[src/rtl/spi_reg_dcd_burst.sv]
// SPI byte-stream to register-bus decoder with multi-byte words and auto-increment bursts.
// Command byte: [7]=write, [6]=burst, [ADDR_W-1:0]=start address.
module spi_reg_dcd_burst #(
    parameter int ADDR_W     = 6,
    parameter int DATA_BYTES = 2,
    parameter int MIN_GAP    = 4
) (
    input  logic                    clk,
    input  logic                    rst,
    input  logic                    byte_sync,
    input  logic                    frame_end,
    input  logic [7:0]              data_in,
    output logic [7:0]              data_out,
    output logic                    read,
    output logic                    write,
    output logic [ADDR_W-1:0]       addr,
    input  logic [8*DATA_BYTES-1:0] data_read,
    output logic [8*DATA_BYTES-1:0] data_write,
    output logic                    busy
);
    localparam int DW = 8 * DATA_BYTES;
    localparam int CW = (DATA_BYTES > 1) ? $clog2(DATA_BYTES) : 1;
    localparam logic [CW-1:0] LAST = CW'(DATA_BYTES - 1);

    // A read fetch occupies the two cycles after a byte, so bytes must be at least 3 cycles apart.
    if (ADDR_W < 1 || ADDR_W > 6 || DATA_BYTES < 1 || DATA_BYTES > 4 || MIN_GAP < 3) begin : g_bad_param
        $error("spi_reg_dcd_burst: unsupported parameter set");
    end

    typedef enum logic [1:0] {S_CMD, S_RFETCH, S_RDATA, S_WDATA} state_t;

    state_t            state, state_n;
    logic [CW-1:0]     cnt, cnt_n;
    logic              burst, burst_n;
    logic [DW-1:0]     rbuf, rbuf_n, wbuf, wbuf_n;
    logic [DW-1:0]     rbuf_sh, wword;
    logic [ADDR_W-1:0] addr_n;
    logic [7:0]        data_out_n;
    logic [DW-1:0]     data_write_n;
    logic              read_n, write_n, last;

    always_ff @(posedge clk) begin
        if (rst) begin
            state      <= S_CMD;
            cnt        <= '0;
            burst      <= 1'b0;
            rbuf       <= '0;
            wbuf       <= '0;
            addr       <= '0;
            data_out   <= '0;
            data_write <= '0;
            read       <= 1'b0;
            write      <= 1'b0;
            busy       <= 1'b0;
        end else begin
            state      <= state_n;
            cnt        <= cnt_n;
            burst      <= burst_n;
            rbuf       <= rbuf_n;
            wbuf       <= wbuf_n;
            addr       <= addr_n;
            data_out   <= data_out_n;
            data_write <= data_write_n;
            read       <= read_n;
            write      <= write_n;
            busy       <= (state_n != S_CMD);
        end
    end

    always_comb begin
        state_n      = state;
        cnt_n        = cnt;
        burst_n      = burst;
        rbuf_n       = rbuf;
        wbuf_n       = wbuf;
        addr_n       = addr;
        data_out_n   = data_out;
        data_write_n = data_write;
        read_n       = 1'b0;
        write_n      = 1'b0;
        last         = (cnt == LAST);
        rbuf_sh      = rbuf << 8;
        wword        = (wbuf << 8) | DW'(data_in);

        // Burst writes advance the address once the strobe has been seen at the old address.
        if (write && burst && !frame_end)
            addr_n = addr + ADDR_W'(1);

        if (frame_end) begin
            state_n = S_CMD;
            cnt_n   = '0;
            wbuf_n  = '0;
        end else begin
            case (state)
                S_CMD: if (byte_sync) begin
                    burst_n = data_in[6];
                    addr_n  = data_in[ADDR_W-1:0];
                    cnt_n   = '0;
                    wbuf_n  = '0;
                    if (data_in[7]) begin
                        state_n = S_WDATA;
                    end else begin
                        state_n = S_RFETCH;
                        read_n  = 1'b1;
                    end
                end
                // First cycle here carries the read strobe; data_read is valid on the second.
                S_RFETCH: if (!read) begin
                    rbuf_n     = data_read;
                    data_out_n = data_read[DW-1 -: 8];
                    state_n    = S_RDATA;
                end
                S_RDATA: if (byte_sync) begin
                    if (last) begin
                        cnt_n = '0;
                        if (burst) begin
                            addr_n  = addr + ADDR_W'(1);
                            read_n  = 1'b1;
                            state_n = S_RFETCH;
                        end else begin
                            state_n = S_CMD;
                        end
                    end else begin
                        cnt_n      = cnt + CW'(1);
                        rbuf_n     = rbuf_sh;
                        data_out_n = rbuf_sh[DW-1 -: 8];
                    end
                end
                S_WDATA: if (byte_sync) begin
                    if (last) begin
                        cnt_n        = '0;
                        wbuf_n       = '0;
                        data_write_n = wword;
                        write_n      = 1'b1;
                        state_n      = burst ? S_WDATA : S_CMD;
                    end else begin
                        cnt_n  = cnt + CW'(1);
                        wbuf_n = wword;
                    end
                end
                default: state_n = S_CMD;
            endcase
        end
    end
endmodule
[config.mk]
export PLATFORM = sky130hd
export DESIGN_NAME = spi_reg_dcd_burst
export DESIGN_NICKNAME = d
export VERILOG_FILES = /design/src/rtl/spi_reg_dcd_burst.sv
export SDC_FILE = /design/constraint.sdc
export NUM_CORES = 1
export LEC_CHECK = 0
export ABC_AREA = 1
export CAP_MARGIN = 20
export CORE_MARGIN = 2
export CORE_UTILIZATION = 35
export DETAILED_ROUTE_END_ITERATION = 12
export GPL_TIMING_DRIVEN = 0
export PLACE_DENSITY = 0.61
export SYNTH_ARGS = -nofsm -noshare
export SYNTH_HDL_FRONTEND = slang
export SYNTH_SLANG_ARGS = --single-unit
[constraint.sdc]
create_clock -name clk -period 3.8 [get_ports clk]
set_clock_uncertainty 0.15 [all_clocks]
set_input_delay 0.95 -clock clk [delete_from_list [all_inputs] [get_ports clk]]
set_output_delay 0.95 -clock clk [all_outputs]
set_load 0.005 [all_outputs]
Yosys cells after proc, flatten, opt, wreduce, memory -nomap -nowiden
Cells that the tools add are included.
- flip-flop bits (word level): 53
- logic and storage cells: 83
- add/subtract/negate cells: 2
- equal/unequal tests: 9
- mux-type cells: 41
- bitwise operators: 4
- reduce and logical (&&, ||, !) cells: 16
- operators with widths (kind ; number):
    $mux W8 ; 9
    $pmux W8 S2 ; 3
    $mux W6 ; 6
    $mux W2 ; 9
    $or A16 B8 Y16 ; 1
    $pmux W6 S2 ; 1
    $mux W1 ; 10
    $ne A2 B2 Y1 const B ; 5
    $reduce_and A3 Y1 ; 3
    $pmux W2 S4 ; 1
    $reduce_bool A2 Y1 ; 4
    $add A6 B1 Y6 const B ; 1
    $reduce_and A5 Y1 ; 1
    $eq A2 B2 Y1 const B ; 2
    $pmux W1 S2 ; 2
    $reduce_and A4 Y1 ; 1
    $reduce_or A2 Y1 ; 2
    $reduce_or A4 Y1 ; 1
    $not A1 Y1 ; 3
    $eq A2 B1 Y1 const B ; 1
    $logic_and A1 B1 Y1 ; 2
    $logic_not A2 Y1 ; 1
    $ne A2 B1 Y1 const B ; 1
    $add A1 B1 Y1 const B ; 1
    $logic_not A1 Y1 ; 1

Longest topological paths before layout
Gate-level depths: netlist of run 1.
- depth after elaboration: 8
- mapped depth: 13
- mapped depth without buffers: 12

Least setup slack after synthesis of run 1
OpenSTA, ideal clock, no wires.
- path kind: in2reg
- from: in byte_sync
- to: reg busy
- arrival time: 1.643 ns
- data required time: 3.536 ns
- slack: 1.893 ns
- cell stages on the path: 8
- path buffers: 0
- cell sequence: nand2_2 clkinv_1 nand3_1 nand3_1 nand2_1 nand2_1 nand2_1 nand2_1
- cells in the longest elaborated chain, start to end: 4
- ends and longest elaborated chain (item ; RTL line ; source):
    from (decl) ; 10 ; input logic byte_sync,
    $mux W2, on equally long branches ; 129, 113, 95 ;
    $pmux W2 S4 * ; 94 ; case (state)
    $mux W2 * ; 89 ; if (frame_end) begin
    $reduce_bool A2 Y1 * ; 66 ; busy <= (state_n != S_CMD);
    to (signal assigned) ; 66 ;
    to (decl) ; 19 ; output logic busy
Mark *: on every way between the ends. The rest lies on a longest branch, timed or not.
A chain may end at the register's enable or synchronous reset.

Final worst setup path of run 1
- from: in frame_end
- to: reg addr[5]
- cells in the longest elaborated chain, start to end: 8
- ends and longest elaborated chain (item ; RTL line ; source):
    from (decl) ; 11 ; input logic frame_end,
    $logic_not A1 Y1 ; 86 ; if (write && burst && !frame_end)
    $logic_and A1 B1 Y1 ; 86 ;
    $mux W6 ; 86 ;
    $mux W6 ; 116 ; if (burst) begin
    $mux W6 ; 114 ; if (last) begin
    $mux W6 ; 113 ; S_RDATA: if (byte_sync) begin
    $pmux W6 S2 ; 94 ;
    $mux W6 * ; 89 ;
    to (signal assigned) ; 61 ; addr <= addr_n;
    to (decl) ; 16 ; output logic [ADDR_W-1:0] addr,
Marked as above.

==> results.ini, run 1 <==
[routing]
drt-total-wl_um=6560
detailroute.via_count=2467
drt.antenna.violating_nets=0
initialDrtViolationCount=159
drt-wirelength-per-cell_um=12.8
dr.pass1.iters=4
total_drc_errors_in_the_routed_layout=0
via_per_inst=4.80

[synthesis]
ys.flop_type=sky130_fd_sc_hd__dfxtp_1
synth_top_cells_by_count=118 x sky130_fd_sc_hd__nand2_1, 53 x sky130_fd_sc_hd__dfxtp_1, 45 x sky130_fd_sc_hd__nand3_1
synth_nets=383
post_synth_inst_count=350
synth_async_sr_flop_share_pct=0
synth.cell_area_um2=2440
yosys.area.top_type_share_pct=43.4
synth_enable_flop_cells=0
synth_warnings=0
synth_area_per_cell_um2=6.99
seq_area_frac_synth_pct=43.4
synth.ff_latch_count=53
synth_cell_types=32
synthMostInstantiatedCell=sky130_fd_sc_hd__nand2_1
synth_area_leader_cell=sky130_fd_sc_hd__dfxtp_1
post_synth_main_area_contributors=sky130_fd_sc_hd__dfxtp_1 43%, sky130_fd_sc_hd__nand2_1 18%, sky130_fd_sc_hd__nand3_1 9.2%

[run_status]
outcome=finished clean

[setup_path]
r2r_slack_ns=1.93
worst-endpoint-required_ns=3.90
critical_path.startpoint_type=input pin
criticalPathCategory=in -> reg
crit_arrival_ns=2.64
cp_max_fo=10
worst_setup_path_end_kind=flop

[layout]
drive_gt1_share_pct=7.18
nets=450
diodes=0
multi_input_comb_area_um2=1200
regArea_um2=1060
area.growth.synth_to_final_pct=32.9
num-fill-cells=714
final_util_pct=47.8

[global_routing]
grt_overflow=0
grt_pass1_vias=2365
grt_first_pass_wirelength_um=11100
pin_count_of_the_biggest_net_entering_global_routing=16
grtUsageTotal_pct=18.3
grt_antenna_before_repair=0

[timing]
max_slew_headroom_pct=62.8
finalSetupTns_ns=0
worst_hold_slack_ns=0.313
fin_crit_ns=2.54
final-setup-viol-count=0
unrepaired_setup_endpoints_after_global_routing=false
final.setup.worst_slack_ns=1.26
drv_slew=0
fmaxAchievable_mhz=394
report.final.hold_viol_count=0
min_period_over_period_pct=66.8
worst_slew_pin_slew_ns=0.558

[placement]
detailed_place_hpwl_um=4920
final_replace_weighted_congestion=0.824
port-buffer-count=60
dpl_worst_slack_ns=0.962

[pwr]
p_leak_nw=1.27
power.total_mw=1.04
power_density_over_the_cells_nw_per_um2=319
vdd_drop_max_mv=0.130

[clock_tree]
clock_pin_slew_worst_setup_and_hold_paths_ns=0.10
cts_setup_buffers=0
htree_num_levels=2
clk_root_buffer_cell=sky130_fd_sc_hd__clkbuf_8
cts_buffers=5
cts_tree=yes
tritoncts_num_sinks=53
ctsHoldBuffers=0
cts_resized=0
clk-insertion-delay-late_ns=0.30
clock_tree.buffer_depth=2

[die]
fp.dieW_um=87.6
initial_utilization_pct=36.0
coreArea_um2=6790
pin_count=61
fp.dieArea_um2=7670
row_count=30
dieHeight_um=87.6

[job]
max_cap_viol_count=0

[worst_hold_path]
path_class_of_the_lowest_slack_min_delay_path=reg -> reg

-- cell type report --
cell class                 count  area share (%)
sequential                    53            32.7
timing repair buffer          60            18.5
tap                           96            3.70
clock buffer                   7            2.35
multi-input combinational    253            37.0
inverter                      30            3.47
buffer                        14            2.12
clock inverter                 1           0.231
-- sequential cells by signal, indices dropped and copies added (netlist names) --
name and flops:
cnt 1, data_out 8, state 2, busy 1
burst 1, read 1, rbuf 8, wbuf 8
addr 6, data_write 16, write 1
-- path summary, 6_finish.rpt --
kind                 startpoint             to  cells after the start
setup / recovery      frame_end        addr[5]                      6
hold / removal    data_write[9]  data_write[9]                      2
setup reg to reg       state[0]           busy                     13
hold reg to reg   data_write[9]  data_write[9]                      2
-- worst max-delay path, stage by stage --
cell                              delay [ns]
sky130_fd_sc_hd__clkdlybuf4s50_1        0.55
sky130_fd_sc_hd__nor2_2                 0.42
sky130_fd_sc_hd__inv_2                  0.19
sky130_fd_sc_hd__a21oi_1                0.29
sky130_fd_sc_hd__nand3_1                0.12
sky130_fd_sc_hd__nand3_1                0.10
-- cells in the final DEF, fill, tap and decap left out, types with 2 or more instances in the layout --
| master | instances |
|---|---|
| sky130_fd_sc_hd__a211oi_1 | 4 |
| sky130_fd_sc_hd__a21oi_1 | 38 |
| sky130_fd_sc_hd__a21oi_2 | 2 |
| sky130_fd_sc_hd__a22oi_1 | 2 |
| sky130_fd_sc_hd__buf_2 | 6 |
| sky130_fd_sc_hd__clkbuf_1 | 7 |
| sky130_fd_sc_hd__clkbuf_8 | 5 |
| sky130_fd_sc_hd__clkdlybuf4s50_1 | 60 |
| sky130_fd_sc_hd__dfxtp_1 | 53 |
| sky130_fd_sc_hd__ha_1 | 5 |
| sky130_fd_sc_hd__inv_1 | 23 |
| sky130_fd_sc_hd__inv_2 | 6 |
| sky130_fd_sc_hd__nand2_1 | 118 |
| sky130_fd_sc_hd__nand2_2 | 3 |
| sky130_fd_sc_hd__nand3_1 | 45 |
| sky130_fd_sc_hd__nor2_1 | 12 |
| sky130_fd_sc_hd__o211ai_1 | 2 |
| sky130_fd_sc_hd__o21ai_0 | 8 |
| sky130_fd_sc_hd__o22ai_1 | 2 |
| sky130_fd_sc_hd__or2_2 | 2 |
-- logic make-up (layout without fill, tap and decap cells) --
| group | count (synthesis) | after routing | share of synthesized area (%) |
|---|---|---|---|
| and+or+nand+nor | 186 | 186 | 32.3 |
| AOI/OAI and AO/OA | 61 | 61 | 14.0 |
| DFF | 53 | 53 | 43.4 |
| buffers and inverters | 44 | 112 | 7.42 |
| adders and majority gates | 5 | 5 | 2.56 |
| xor gates and xnor gates | 1 | 1 | 0.358 |
-- routing by layer --
metal  global-route usage, %  routed length (µm)  vias to the layer above
met4                    6.85                 102                        0
met2                    29.5                2980                       59
met5                       0                   0                        -
met1                    25.0                3210                     1123
li1                        -                   -                     1278
met3                    2.54                 262                        7
-- power by group --
| part | leakage [nW] | internal [mW] | switching, mW |
|---|---|---|---|
| Sequential | 0.429 | 0.569 | 0.0114 |
| Clock | 0.0385 | 0.131 | 0.184 |
| Combinational | 0.806 | 0.0666 | 0.0752 |
-- stage by stage --
step / area (µm²) / instances
floorplan: 2440 / 350
global placement: 3170 / 506
detailed placement: 3170 / 506
CTS: 3250 / 514
global route: 3250 / 514
finish: 3250 / 514
Power figures use the tool's default switching activity.
==> run 2: changes to the inputs <==
- clock period: 3.8 -> 2.6 ns (I/O delays scaled with it)
==> results of run 2 <==
The final DEF is identical to that of run 1. Status: finished clean.
Among the figures that moved: setup slack after placement 0.962 ns -> 0.0622 ns; setup slack after layout 1.26 ns -> 0.363 ns; register-to-register setup slack 1.93 ns -> 0.73 ns; total power 1.04 mW -> 1.52 mW; worst IR drop on VDD 0.130 mV -> 0.190 mV
==> run 3: changes to the inputs <==
- PLACE_DENSITY: 0.61 -> 0.63
- clock period: 2.6 -> 1.85 ns (I/O delays scaled with it)
==> run 3 against run 2 <==
Sequential share of layout area shrank 0.53 points. Critical endpoint is now addr[0]. Clock power is 49% higher. Register-to-register slack lost 0.67 ns. Clock-buffer cell count fell by 1. Largest cell class unchanged. Critical path type is now reg -> out. Sequential power up 40%. Largest power group unchanged. Setup slack worse by 0.33 ns. Via count down 1.4%.
==> results.ini, run 3 (same netlist as run 1, synthesis figures left out) <==
[run_status]
outcome=finished clean

[setup_path]
timing.rr.end=read
cp-endpoint=addr[0]
cp_max_fo=6  ; -4
max_stage_delay_ns=0.50  ; -0.05 ns
timing.critical_path.slowest_stage_cell=sky130_fd_sc_hd__clkdlybuf4s50_1
worst_setup_path_end_kind=output pin
criticalPathCategory=reg -> out
critical_path.startpoint_type=flop
critical_path_cell_count=1  ; -5
cp-startpoint=addr[0]
timing.rr.start=state[0]
path_delay_family=buffers and inverters
crit_buf_inv=1  ; -1
timing.critical_path.cells=clkdlybuf4s50_1
r2r.worst_path.cells=6  ; -7
crit_arrival_ns=1.20
worst-endpoint-required_ns=1.24
r2r_slack_ns=0.06

[timing]
unrepaired_setup_endpoints_after_global_routing=false
drv_slew=0  ; unchanged
worst_hold_slack_ns=0.313  ; +0.0000390 ns
final-setup-viol-count=0  ; unchanged
min_period_over_period_pct=98.0
fin_crit_ns=1.81
report.final.hold_viol_count=0  ; unchanged
worst_slew_pin_slew_ns=0.406  ; -0.153 ns
max_slew_headroom_pct=72.9  ; +10 points
fmaxAchievable_mhz=552

[layout]
diodes=0  ; unchanged
area.growth.synth_to_final_pct=37.3
top_register=data_write
mostFrequentLayoutCell=sky130_fd_sc_hd__nand2_1
drive_gt1_share_pct=12.3  ; +5.1 points
nets=454  ; +0.89%
num-fill-cells=708  ; -0.84%
multi_input_comb_area_um2=1230  ; +2.5%
final_util_pct=49.4  ; +1.6 points
regArea_um2=1080  ; +1.7%
largest_reg_flops=16  ; unchanged
layout.cells.most_common_list=118 x sky130_fd_sc_hd__nand2_1, 58 x sky130_fd_sc_hd__clkdlybuf4s50_1, 47 x sky130_fd_sc_hd__dfxtp_1, 45 x sky130_fd_sc_hd__nand3_1, 37 x sky130_fd_sc_hd__a21oi_1

[global_routing]
grtUsageTotal_pct=17.6  ; -0.71 points
grt_pass1_vias=2235  ; -5.5%
grt_antenna_before_repair=0  ; unchanged
pin_count_of_the_biggest_net_entering_global_routing=17  ; +1
grt_overflow=0  ; unchanged
grt_first_pass_wirelength_um=10800  ; -2.8%

[clock_tree]
clock_tree.buffer_depth=2  ; unchanged
clk_root_buffer_cell=sky130_fd_sc_hd__clkbuf_8
htree_num_levels=2  ; unchanged
cts_buffers=5  ; unchanged
tritoncts_num_sinks=53  ; unchanged
clk-insertion-delay-late_ns=0.30  ; about the same
clock_pin_slew_worst_setup_and_hold_paths_ns=0.10  ; about the same
cts_tree=yes
ctsHoldBuffers=0  ; unchanged

[placement]
detailed_place_hpwl_um=4760  ; -3.2%
final_replace_weighted_congestion=0.841  ; +2.1%
port-buffer-count=60  ; unchanged

[die]
fp.dieW_um=87.6  ; unchanged
row_count=30  ; unchanged
dieHeight_um=87.6  ; unchanged
coreArea_um2=6790  ; unchanged
pin_count=61  ; unchanged
initial_utilization_pct=36.0  ; unchanged
fp.dieArea_um2=7670  ; unchanged

[pwr]
p_leak_nw=1.35  ; +6.3%
vdd_drop_max_mv=0.281
power_density_over_the_cells_nw_per_um2=651

[routing]
drt.antenna.violating_nets=0  ; unchanged
detailroute.via_count=2433  ; -1.4%
drt-wirelength-per-cell_um=12.6  ; -1.1%
total_drc_errors_in_the_routed_layout=0  ; unchanged
dr.pass1.iters=4  ; unchanged
via_per_inst=4.70  ; -2.1%
drt-total-wl_um=6540  ; -0.30%
initialDrtViolationCount=99  ; -38%

[job]
max_cap_viol_count=0  ; unchanged

[worst_hold_path]
path_class_of_the_lowest_slack_min_delay_path=reg -> reg

-- run 3: per-stage QoR --
stage | TNS (ns) | total power [mW] | area [µm²] | std cells | worst slack, ns
6_report | 0 | 2.19 | 3360 | 518 | 0.0374
5_1_grt | 0 | 2.29 | 3360 | 518 | 0.00209
4_1_cts | 0 | 2.20 | 3290 | 514 | 0.00246
3_5_place_dp | -18.04 | 1.51 | 3170 | 506 | -0.508
3_3_place_gp | -17.63 | 1.51 | 3170 | 506 | -0.498
2_1_floorplan | 0 | 1.36 | 2440 | 350 | 0.227
-- run 3: area by class of cell --
cell class | instances | share of cell area, %
plain buffers | 14 | 2.42
clock buffers | 6 | 2.46
clock inverters | 2 | 0.410
inverters | 30 | 3.47
multi-input cells | 253 | 36.7
flip-flops and latches | 53 | 32.1
well taps | 96 | 3.58
repair buffers | 64 | 18.8
-- run 3: report_power, final --
part / leakage (nW) / total (mW) / internal (mW) / switching, mW
Sequential: 0.433 / 1.19 / 1.17 / 0.0214
Combinational: 0.870 / 0.310 / 0.146 / 0.165
Clock: 0.0512 / 0.689 / 0.304 / 0.384
Total: 1.35 / 2.19 / 1.62 / 0.570
-- run 3: how the worst min path moves through the flow --
stage	start	endpoint	slack (ns)	depth (start not counted)
after floorplan	rbuf[0]	rbuf[0]	0.29	2
after global placement	rbuf[6]	rbuf[6]	0.30	2
after detailed placement	rbuf[4]	rbuf[4]	0.30	2
after CTS	rbuf[4]	rbuf[4]	0.32	2
after global routing	data_write[0]	data_write[0]	0.33	2
final	rbuf[2]	rbuf[2]	0.31	2
-- run 3: layer usage --
layer	global-route usage, %	vias to the layer above	part of all wire, %
met2	28.7	51	45
met5	0	-	0
met1	24.5	1094	50
met4	4.62	0	1.2
met3	2.64	7	3.3
li1	-	1281	-
-- run 3: repair_timing --
item                                    in CTS  in global routing
buffers inserted                             0                  4
endpoints found under the setup margin      39                 55
gates resized for setup                     17                 15
cloned                                       0                  0
